==> src/rtl/iter_divider.sv <==
// Multi-cycle restoring divider (signed/unsigned) with valid/ready on both sides.
// Optional synchronous flush input enabled by defining ITER_DIVIDER_FLUSH_EN.
module iter_divider #(
  parameter int WIDTH = 8,
  parameter int STEPS = 1
) (
  input  logic             i_clk,
  input  logic             i_rst_n,
`ifdef ITER_DIVIDER_FLUSH_EN
  input  logic             i_flush,
`endif
  input  logic             i_valid,
  output logic             o_ready,
  input  logic             i_signed,
  input  logic [WIDTH-1:0] i_dividend,
  input  logic [WIDTH-1:0] i_divisor,
  output logic             o_valid,
  input  logic             i_ready,
  output logic [WIDTH-1:0] o_quotient,
  output logic [WIDTH-1:0] o_remainder,
  output logic             o_div_by_zero
);

  localparam int N  = WIDTH / STEPS;
  localparam int CW = $clog2(N + 1);
  localparam logic [CW-1:0]    LAST_CNT = CW'(N - 1);
  localparam logic [CW-1:0]    CNT_ONE  = CW'(1);
  localparam logic [WIDTH-1:0] ONE      = {{(WIDTH-1){1'b0}}, 1'b1};
  localparam logic [WIDTH-1:0] ALL_ONES = {WIDTH{1'b1}};
  localparam logic [WIDTH-1:0] MIN_NEG  = {1'b1, {(WIDTH-1){1'b0}}};

  typedef enum logic [1:0] {
    S_IDLE = 2'd0,
    S_CALC = 2'd1,
    S_FIX  = 2'd2,
    S_DONE = 2'd3
  } state_e;

  state_e           state_q;
  logic [CW-1:0]    cnt_q;
  logic [WIDTH-1:0] quo_q, rem_q, dvs_q;
  logic             neg_quo_q, neg_rem_q, dbz_q;
  logic             ready_q, valid_q, div_by_zero_q;
  logic [WIDTH-1:0] quotient_q, remainder_q;

  logic [WIDTH-1:0] quo_d, rem_d;
  logic [WIDTH:0]   trial_d;
  logic             dvd_neg_d, dvs_neg_d, zero_d, ovf_d, flush_d;
  logic [WIDTH-1:0] dvd_mag_d, dvs_mag_d;

  function automatic logic [WIDTH-1:0] neg_if(input logic neg, input logic [WIDTH-1:0] v);
    if (neg) begin
      return ~v + ONE;
    end else begin
      return v;
    end
  endfunction

`ifdef ITER_DIVIDER_FLUSH_EN
  assign flush_d = i_flush;
`else
  assign flush_d = 1'b0;
`endif

  // Request decode: magnitudes, sign flags and the two special-result cases.
  always_comb begin
    dvd_neg_d = i_signed & i_dividend[WIDTH-1];
    dvs_neg_d = i_signed & i_divisor[WIDTH-1];
    dvd_mag_d = neg_if(dvd_neg_d, i_dividend);
    dvs_mag_d = neg_if(dvs_neg_d, i_divisor);
    zero_d    = (i_divisor == {WIDTH{1'b0}});
    ovf_d     = i_signed && (i_dividend == MIN_NEG) && (i_divisor == ALL_ONES);
  end

  // STEPS restoring shift/compare/subtract iterations on the magnitudes.
  always_comb begin
    quo_d   = quo_q;
    rem_d   = rem_q;
    trial_d = {(WIDTH+1){1'b0}};
    for (int k = 0; k < STEPS; k++) begin
      trial_d = {rem_d, quo_d[WIDTH-1]};
      quo_d   = {quo_d[WIDTH-2:0], 1'b0};
      if (trial_d >= {1'b0, dvs_q}) begin
        trial_d  = trial_d - {1'b0, dvs_q};
        quo_d[0] = 1'b1;
      end else begin
        quo_d[0] = 1'b0;
      end
      rem_d = trial_d[WIDTH-1:0];
    end
  end

  // Control FSM and output registers; special results finish through FIX too.
  always_ff @(posedge i_clk or negedge i_rst_n) begin
    if (!i_rst_n) begin
      state_q       <= S_IDLE;
      cnt_q         <= {CW{1'b0}};
      quo_q         <= {WIDTH{1'b0}};
      rem_q         <= {WIDTH{1'b0}};
      dvs_q         <= {WIDTH{1'b0}};
      neg_quo_q     <= 1'b0;
      neg_rem_q     <= 1'b0;
      dbz_q         <= 1'b0;
      ready_q       <= 1'b1;
      valid_q       <= 1'b0;
      div_by_zero_q <= 1'b0;
      quotient_q    <= {WIDTH{1'b0}};
      remainder_q   <= {WIDTH{1'b0}};
    end else if (flush_d) begin
      state_q       <= S_IDLE;
      cnt_q         <= {CW{1'b0}};
      ready_q       <= 1'b1;
      valid_q       <= 1'b0;
      div_by_zero_q <= 1'b0;
    end else begin
      case (state_q)
        S_IDLE: begin
          if (i_valid) begin
            ready_q <= 1'b0;
            cnt_q   <= {CW{1'b0}};
            if (zero_d) begin
              quo_q     <= ALL_ONES;
              rem_q     <= i_dividend;
              neg_quo_q <= 1'b0;
              neg_rem_q <= 1'b0;
              dbz_q     <= 1'b1;
              state_q   <= S_FIX;
            end else if (ovf_d) begin
              quo_q     <= i_dividend;
              rem_q     <= {WIDTH{1'b0}};
              neg_quo_q <= 1'b0;
              neg_rem_q <= 1'b0;
              dbz_q     <= 1'b0;
              state_q   <= S_FIX;
            end else begin
              quo_q     <= dvd_mag_d;
              rem_q     <= {WIDTH{1'b0}};
              dvs_q     <= dvs_mag_d;
              neg_quo_q <= dvd_neg_d ^ dvs_neg_d;
              neg_rem_q <= dvd_neg_d;
              dbz_q     <= 1'b0;
              state_q   <= S_CALC;
            end
          end else begin
            ready_q <= 1'b1;
          end
        end
        S_CALC: begin
          quo_q <= quo_d;
          rem_q <= rem_d;
          if (cnt_q == LAST_CNT) begin
            cnt_q   <= {CW{1'b0}};
            state_q <= S_FIX;
          end else begin
            cnt_q <= cnt_q + CNT_ONE;
          end
        end
        S_FIX: begin
          quotient_q    <= neg_if(neg_quo_q, quo_q);
          remainder_q   <= neg_if(neg_rem_q, rem_q);
          div_by_zero_q <= dbz_q;
          valid_q       <= 1'b1;
          state_q       <= S_DONE;
        end
        S_DONE: begin
          if (i_ready) begin
            valid_q <= 1'b0;
            ready_q <= 1'b1;
            state_q <= S_IDLE;
          end else begin
            valid_q <= 1'b1;
          end
        end
        default: begin
          state_q <= S_IDLE;
          ready_q <= 1'b1;
          valid_q <= 1'b0;
        end
      endcase
    end
  end

  assign o_ready       = ready_q;
  assign o_valid       = valid_q;
  assign o_quotient    = quotient_q;
  assign o_remainder   = remainder_q;
  assign o_div_by_zero = div_by_zero_q;

endmodule
==> config.mk <==
export PLATFORM = sky130hd
export DESIGN_NAME = iter_divider
export DESIGN_NICKNAME = d
export VERILOG_FILES = /design/src/rtl/iter_divider.sv
export SDC_FILE = /design/constraint.sdc
export NUM_CORES = 1
export LEC_CHECK = 0
export ABC_AREA = 1
export CORE_MARGIN = 5
export CORE_UTILIZATION = 35
export CTS_CLUSTER_DIAMETER = 30
export DETAILED_ROUTE_END_ITERATION = 16
export PLACE_DENSITY_LB_ADDON = 0.05
export SLEW_MARGIN = 30
export SYNTH_ARGS = -nofsm -noshare
export SYNTH_HDL_FRONTEND = slang
export SYNTH_SLANG_ARGS = --single-unit
==> constraint.sdc <==
create_clock -name i_clk -period 2.3 [get_ports i_clk]
set_input_delay 0.46 -clock i_clk [delete_from_list [all_inputs] [get_ports i_clk]]
set_output_delay 0.46 -clock i_clk [all_outputs]
set_load 0.03 [all_outputs]
Word-level counts from Yosys, hierarchy flattened

Cells that the tools add are included.

Logic and storage cells: 82
Input bits: 21
Bits in registers: 52

Reduce and logical (&&, ||, !) cells: 12
$lt $le $gt $ge: 1
Mux-type cells: 32
Bitwise logic cells: 9
Add/sub/neg operators: 6
Equal/unequal tests: 9

Operators by type and width:

| cell                | number |
|---|---|
| $mux 8              | 10 |
| $add 8x1->8 const B | 4 |
| $not 8->8           | 4 |
| $pmux 8 s2          | 2 |
| $eq 8x8->1 const B  | 2 |
| $mux 2              | 5 |
| $ge 9x8->1          | 1 |
| $mux 1              | 9 |
| $logic_not 8->1     | 1 |
| $mux 4              | 2 |
| $pmux 2 s4          | 1 |
| $pmux 4 s2          | 1 |
| $sub 8x8->8         | 1 |
| $ne 2x2->1 const B  | 3 |
| $reduce_and 2->1    | 3 |
| $reduce_bool 2->1   | 3 |
| $add 4x1->4 const B | 1 |
| $eq 2x2->1 const B  | 2 |
| $eq 4x3->1 const B  | 1 |
| $pmux 1 s2          | 2 |
| $reduce_and 4->1    | 1 |
| $reduce_and 3->1    | 1 |
| $and 1x1->1         | 2 |
| $eq 2x1->1 const B  | 1 |
| 4 further kinds     | 6 |

Depth between registers and ports, before layout

Depth in word-level cells: 7
Depth in mapped cells: 13
Mapped depth without buffers: 13

Worst setup path before layout

Ideal clock, no wire load.

Path type: reg2reg
Start: register rem_q[1]
End: register quo_q[0]
Arrival: 1.540 ns
Stages on the path, launching flop included: 9
Slack: 0.630 ns
Required time: 2.170 ns
Buffers on the path: 0
Setup time: 0.130 ns
Clock period less this slack: 1.670 ns
Cell sequence: dfrtp_1 ha_1 or2_4 nand3_2 nand2_2 nand2_2 nand2_4 o21ai_0 o22ai_1

Word-level cells in the longest chain between the ends: 3

Ends and longest elaborated chain:

| element                | line | RTL |
|---|---|---|
| from (decl)            | 41   | `logic [WIDTH-1:0] quo_q, rem_q, dvs_q;` |
| from (signal assigned) | 99   | `rem_q <= {WIDTH{1'b0}};` |
| from (signal assigned) | 123  | `rem_q <= i_dividend;` |
| from (signal assigned) | 130  | `rem_q <= {WIDTH{1'b0}};` |
| $ge 9x8->1             | 83   | `if (trial_d >= {1'b0, dvs_q}) begin` |
| $mux 1                 | 83   |  |
| $pmux 8 s2             | 116  | `case (state_q)` |
| to (signal assigned)   | 98   | `quo_q <= {WIDTH{1'b0}};` |
| to (signal assigned)   | 129  | `quo_q <= i_dividend;` |
| to (signal assigned)   | 136  | `quo_q <= dvd_mag_d;` |
| to (decl)              | 41   |  |

No other way between the ends.
A chain may end at the register's enable or synchronous reset.

Worst setup path in the final report

Start: input port i_divisor[0]
End: register rem_q[4]

Word-level cells in the longest chain between the ends: 4

Ends and longest elaborated chain:

| element              | line | RTL |
|---|---|---|
| from (decl)          | 16   | `input logic [WIDTH-1:0] i_divisor,` |
| $logic_not 8->1      | 71   | `zero_d = (i_divisor == {WIDTH{1'b0}});` |
| $mux 8               | 121  | `if (zero_d) begin` |
| $mux 8               | 118  | `if (i_valid) begin` |
| $pmux 8 s2           | 116  |  |
| to (signal assigned) | 123  |  |
| to (signal assigned) | 130  |  |
| to (signal assigned) | 137  | `rem_q <= {WIDTH{1'b0}};` |

No other way between the ends. The select of a mux whose other input is x is not followed.

==> results.toml <==
[synth]
synth-seq-cells = 52
synth_top_cell_by_area = "dfrtp_1"
yosysTopAreaCellShare_pct = 35.6
netlist_area_um2 = 3580
synth.yosys.seq_area_share_pct = 36.3
async_reset_ff_share_pct = 100
syn-num-nets = 507
synth_area_leaders = "dfrtp_1 36%, nand2_1 11%, inv_1 6.5%"
yosysMostFrequentCell = "nand2_1"
synth_flop_cell = "dfrtp_1"
syn-instance-count = 467
synth_edf_count = 0
ys_types = 43
synth_warnings = 0
avgSynthCellArea_um2 = 7.68
ys_top_cells_by_count = "103 x nand2_1, 62 x inv_1, 51 x dfrtp_1"

[clock_network]
cts_setup_buffers = 0
cts_tree = "yes"
cts.sinks = 52
insertion_delay_ns = 0.31
cts.repair.resized = 0
cts_hold_buffers = 0
numCtsBuffers = 5
clk_pin_slew_ns = 0.09
cts-root-buf = "clkbuf_8"
h-tree-depth = 2
clockBufferDepth = 2

[cells_and_area]
seq_area_um2 = 1300
nFillCells = 1036
fin_nets = 550
drive_above_1_share_pct = 12.7
area.growth.synth_to_final_pct = 19.1
multiInputGateArea_um2 = 1930
num_antenna_cells = 0
final_cells = 646
final_cell_area_um2 = 4270

[floorplanning]
num_rows = 37
initial_core_util_pct = 35.4
dieArea_um2 = 12400
dieWidth_um = 111
coreArea_um2 = 10100
ios = 40
die_h_um = 111

[timing]
finalHoldViolCount = 0
min_period_ns = 2.00
rsz0062_at_grt = "false"
period_share_pct = 86.8
maxSlewHeadroom_pct = 49.0
setup_violations = 0
finalMaxSlewViolations = 0
fin_skew_ns = 0.00744
fmax_mhz = 501
worst_pin_slew_ns = 0.764

[detailed_routing]
via_count = 3123
routedWlPerCell_um = 14.0
drc_errors = 0
postRouteAntennaNets = 0
dr.pass1.iters = 4
drt-initial-drc-count = 134
wl_um = 9020
viasPerCell = 4.83

[global_routing]
grt_max_degree = 34
overflow = 0
track_usage_pct = 15.0
antenna_found_initial = 0
grt_pass1_wl_um = 15200
grt_pass1_vias = 2972

[critical_path]
crit_type = "primary input to register"
cp-startpoint = "i_divisor[0]"
max_stage_delay_ns = 0.43
endpoint = "rem_q[4]"
crit_buf_inv = 3
critical_path_depth = 10
worst_path_most_repeated_cell = "inv_1"
r2r_cells = 11
critical_path_arrival_ns = 2.25
required_ns = 2.55
cp_cell_sequence = "clkdlybuf4s50_1 -> inv_1 -> ha_1 -> nand3_2 -> nor3_4 -> nand2_2 -> o21ai_0 -> nand3b_1 -> nand2_1 -> inv_1"
r2r-start = "rem_q[5]"
reg2reg_slack_ns = 0.32
slowest_stage = "clkdlybuf4s50_1"
rr_endpoint = "rem_q[2]"
cp_top_family = "simple AND/OR/NAND/NOR gates"
worstPathMaxFanout = 8
end_kind = "register"
setup.worst_path.start_class = "primary input"

[place]
gp_congestion = 0.867
hpwl_um = 7130
dpl.cell_count = 639
portBuffers = 39
placedInstanceArea_um2 = 4140

[power]
p_leak_nw = 2.03
peakVddDrop_v = 0.000467
powerDensity_nw_per_um2 = 1480

[flow_run]
drv_cap = 0

[outcome]
status = "complete, no violations"

[worst_hold_path]
hp-class = "primary input to async pin"
==> metrics by stage <==
step	utilization (%)	power, mW	setup slack (ns)	hold slack [ns]	TNS (ns)
after floorplan	-	4.51	0.630	0.164	0
after global placement	40.8	5.58	-0.00901	0.457	-0.00901
after detailed placement	40.8	5.60	-0.0443	0.462	-0.0896
after CTS	42.1	6.38	0.285	0.126	0
after global routing	42.1	6.94	0.134	0.150	0
final	42.1	6.30	0.303	0.116	0
==> worst reg2reg max path, cell delays in order (launching register included) <==
cell	delay (ns)
dfrtp_1	0.47
ha_1	0.40
nand2_1	0.09
nand2_1	0.07
nand2_1	0.07
nand2_1	0.08
a21oi_4	0.28
nand2_4	0.14
nand3_1	0.10
nand3b_1	0.09
nand2_1	0.07
inv_1	0.04
==> worst min-delay path by stage <==
stage                             start              to  slack [ns]
after floorplan                 i_rst_n        cnt_q[0]        0.16
after global placement    o_div_by_zero   o_div_by_zero        0.46
after detailed placement  o_div_by_zero   o_div_by_zero        0.46
after CTS                       i_rst_n  o_remainder[5]        0.13
after global routing            i_rst_n  o_remainder[5]        0.15
final                           i_rst_n  o_remainder[5]        0.12
==> area by class of cell <==
type / count / area share (%)
multi-input combinational: 332 / 45.3
sequential: 52 / 30.5
timing repair buffer: 45 / 10.4
inverter: 74 / 6.80
tap: 136 / 3.99
clock buffer: 5 / 1.61
clock inverter: 2 / 1.41
==> report_power, final <==
| part | switching (mW) | internal (mW) | total, mW |
|---|---|---|---|
| sequential | 0.372 | 1.35 | 1.72 |
| clock | 0.317 | 0.429 | 0.745 |
| combinational | 2.36 | 1.47 | 3.83 |
==> cells by family after synthesis <==
group / Yosys count / synth area share, %
buffers and inverters: 83 / 9.74
AO/OA/AOI/OAI: 82 / 13.6
AND/OR/NAND/NOR: 211 / 28.6
adder cells (fa/ha/maj): 19 / 6.84
XOR/XNOR: 20 / 4.89
flip-flops: 52 / 36.3
==> cells in the final DEF (no fill, tap or decap), types with 3 or more instances in the layout <==
cell type,synthesis,routed
o211ai_1,3,3
nand2_4,3,3
nand3b_1,4,4
ha_1,18,18
dfrtp_1,51,51
o21ai_2,6,6
o22ai_1,3,3
xnor2_1,3,3
nand2_1,103,103
clkdlybuf4s50_1,0,38
nor3_1,3,3
nand2_2,11,11
a21oi_1,15,15
buf_4,1,5
inv_1,62,62
nor2_1,27,27
nor2_2,3,3
xor2_1,17,17
clkbuf_8,0,5
inv_2,10,10
o21ai_0,43,43
nand3_1,34,34
o21ai_1,3,3
nand4_1,12,12
==> per-layer routing <==
metal / track usage, % / up-vias / part of all wire [%]
met2: 23.8 / 54 / 46
met5: 0 / - / 0
li1: - / 1611 / -
met4: 3.49 / 0 / 1.3
met1: 21.3 / 1450 / 49
met3: 2.35 / 8 / 4.1
==> flip-flops by register name, summed over array words and instances (netlist names), 2 cells and up <==
signal / flops
dvs_q: 8
o_quotient: 8
rem_q: 8
cnt_q: 4
state_q: 2
quo_q: 8
o_remainder: 8
No activity file was read; power rests on OpenSTA's default activity.
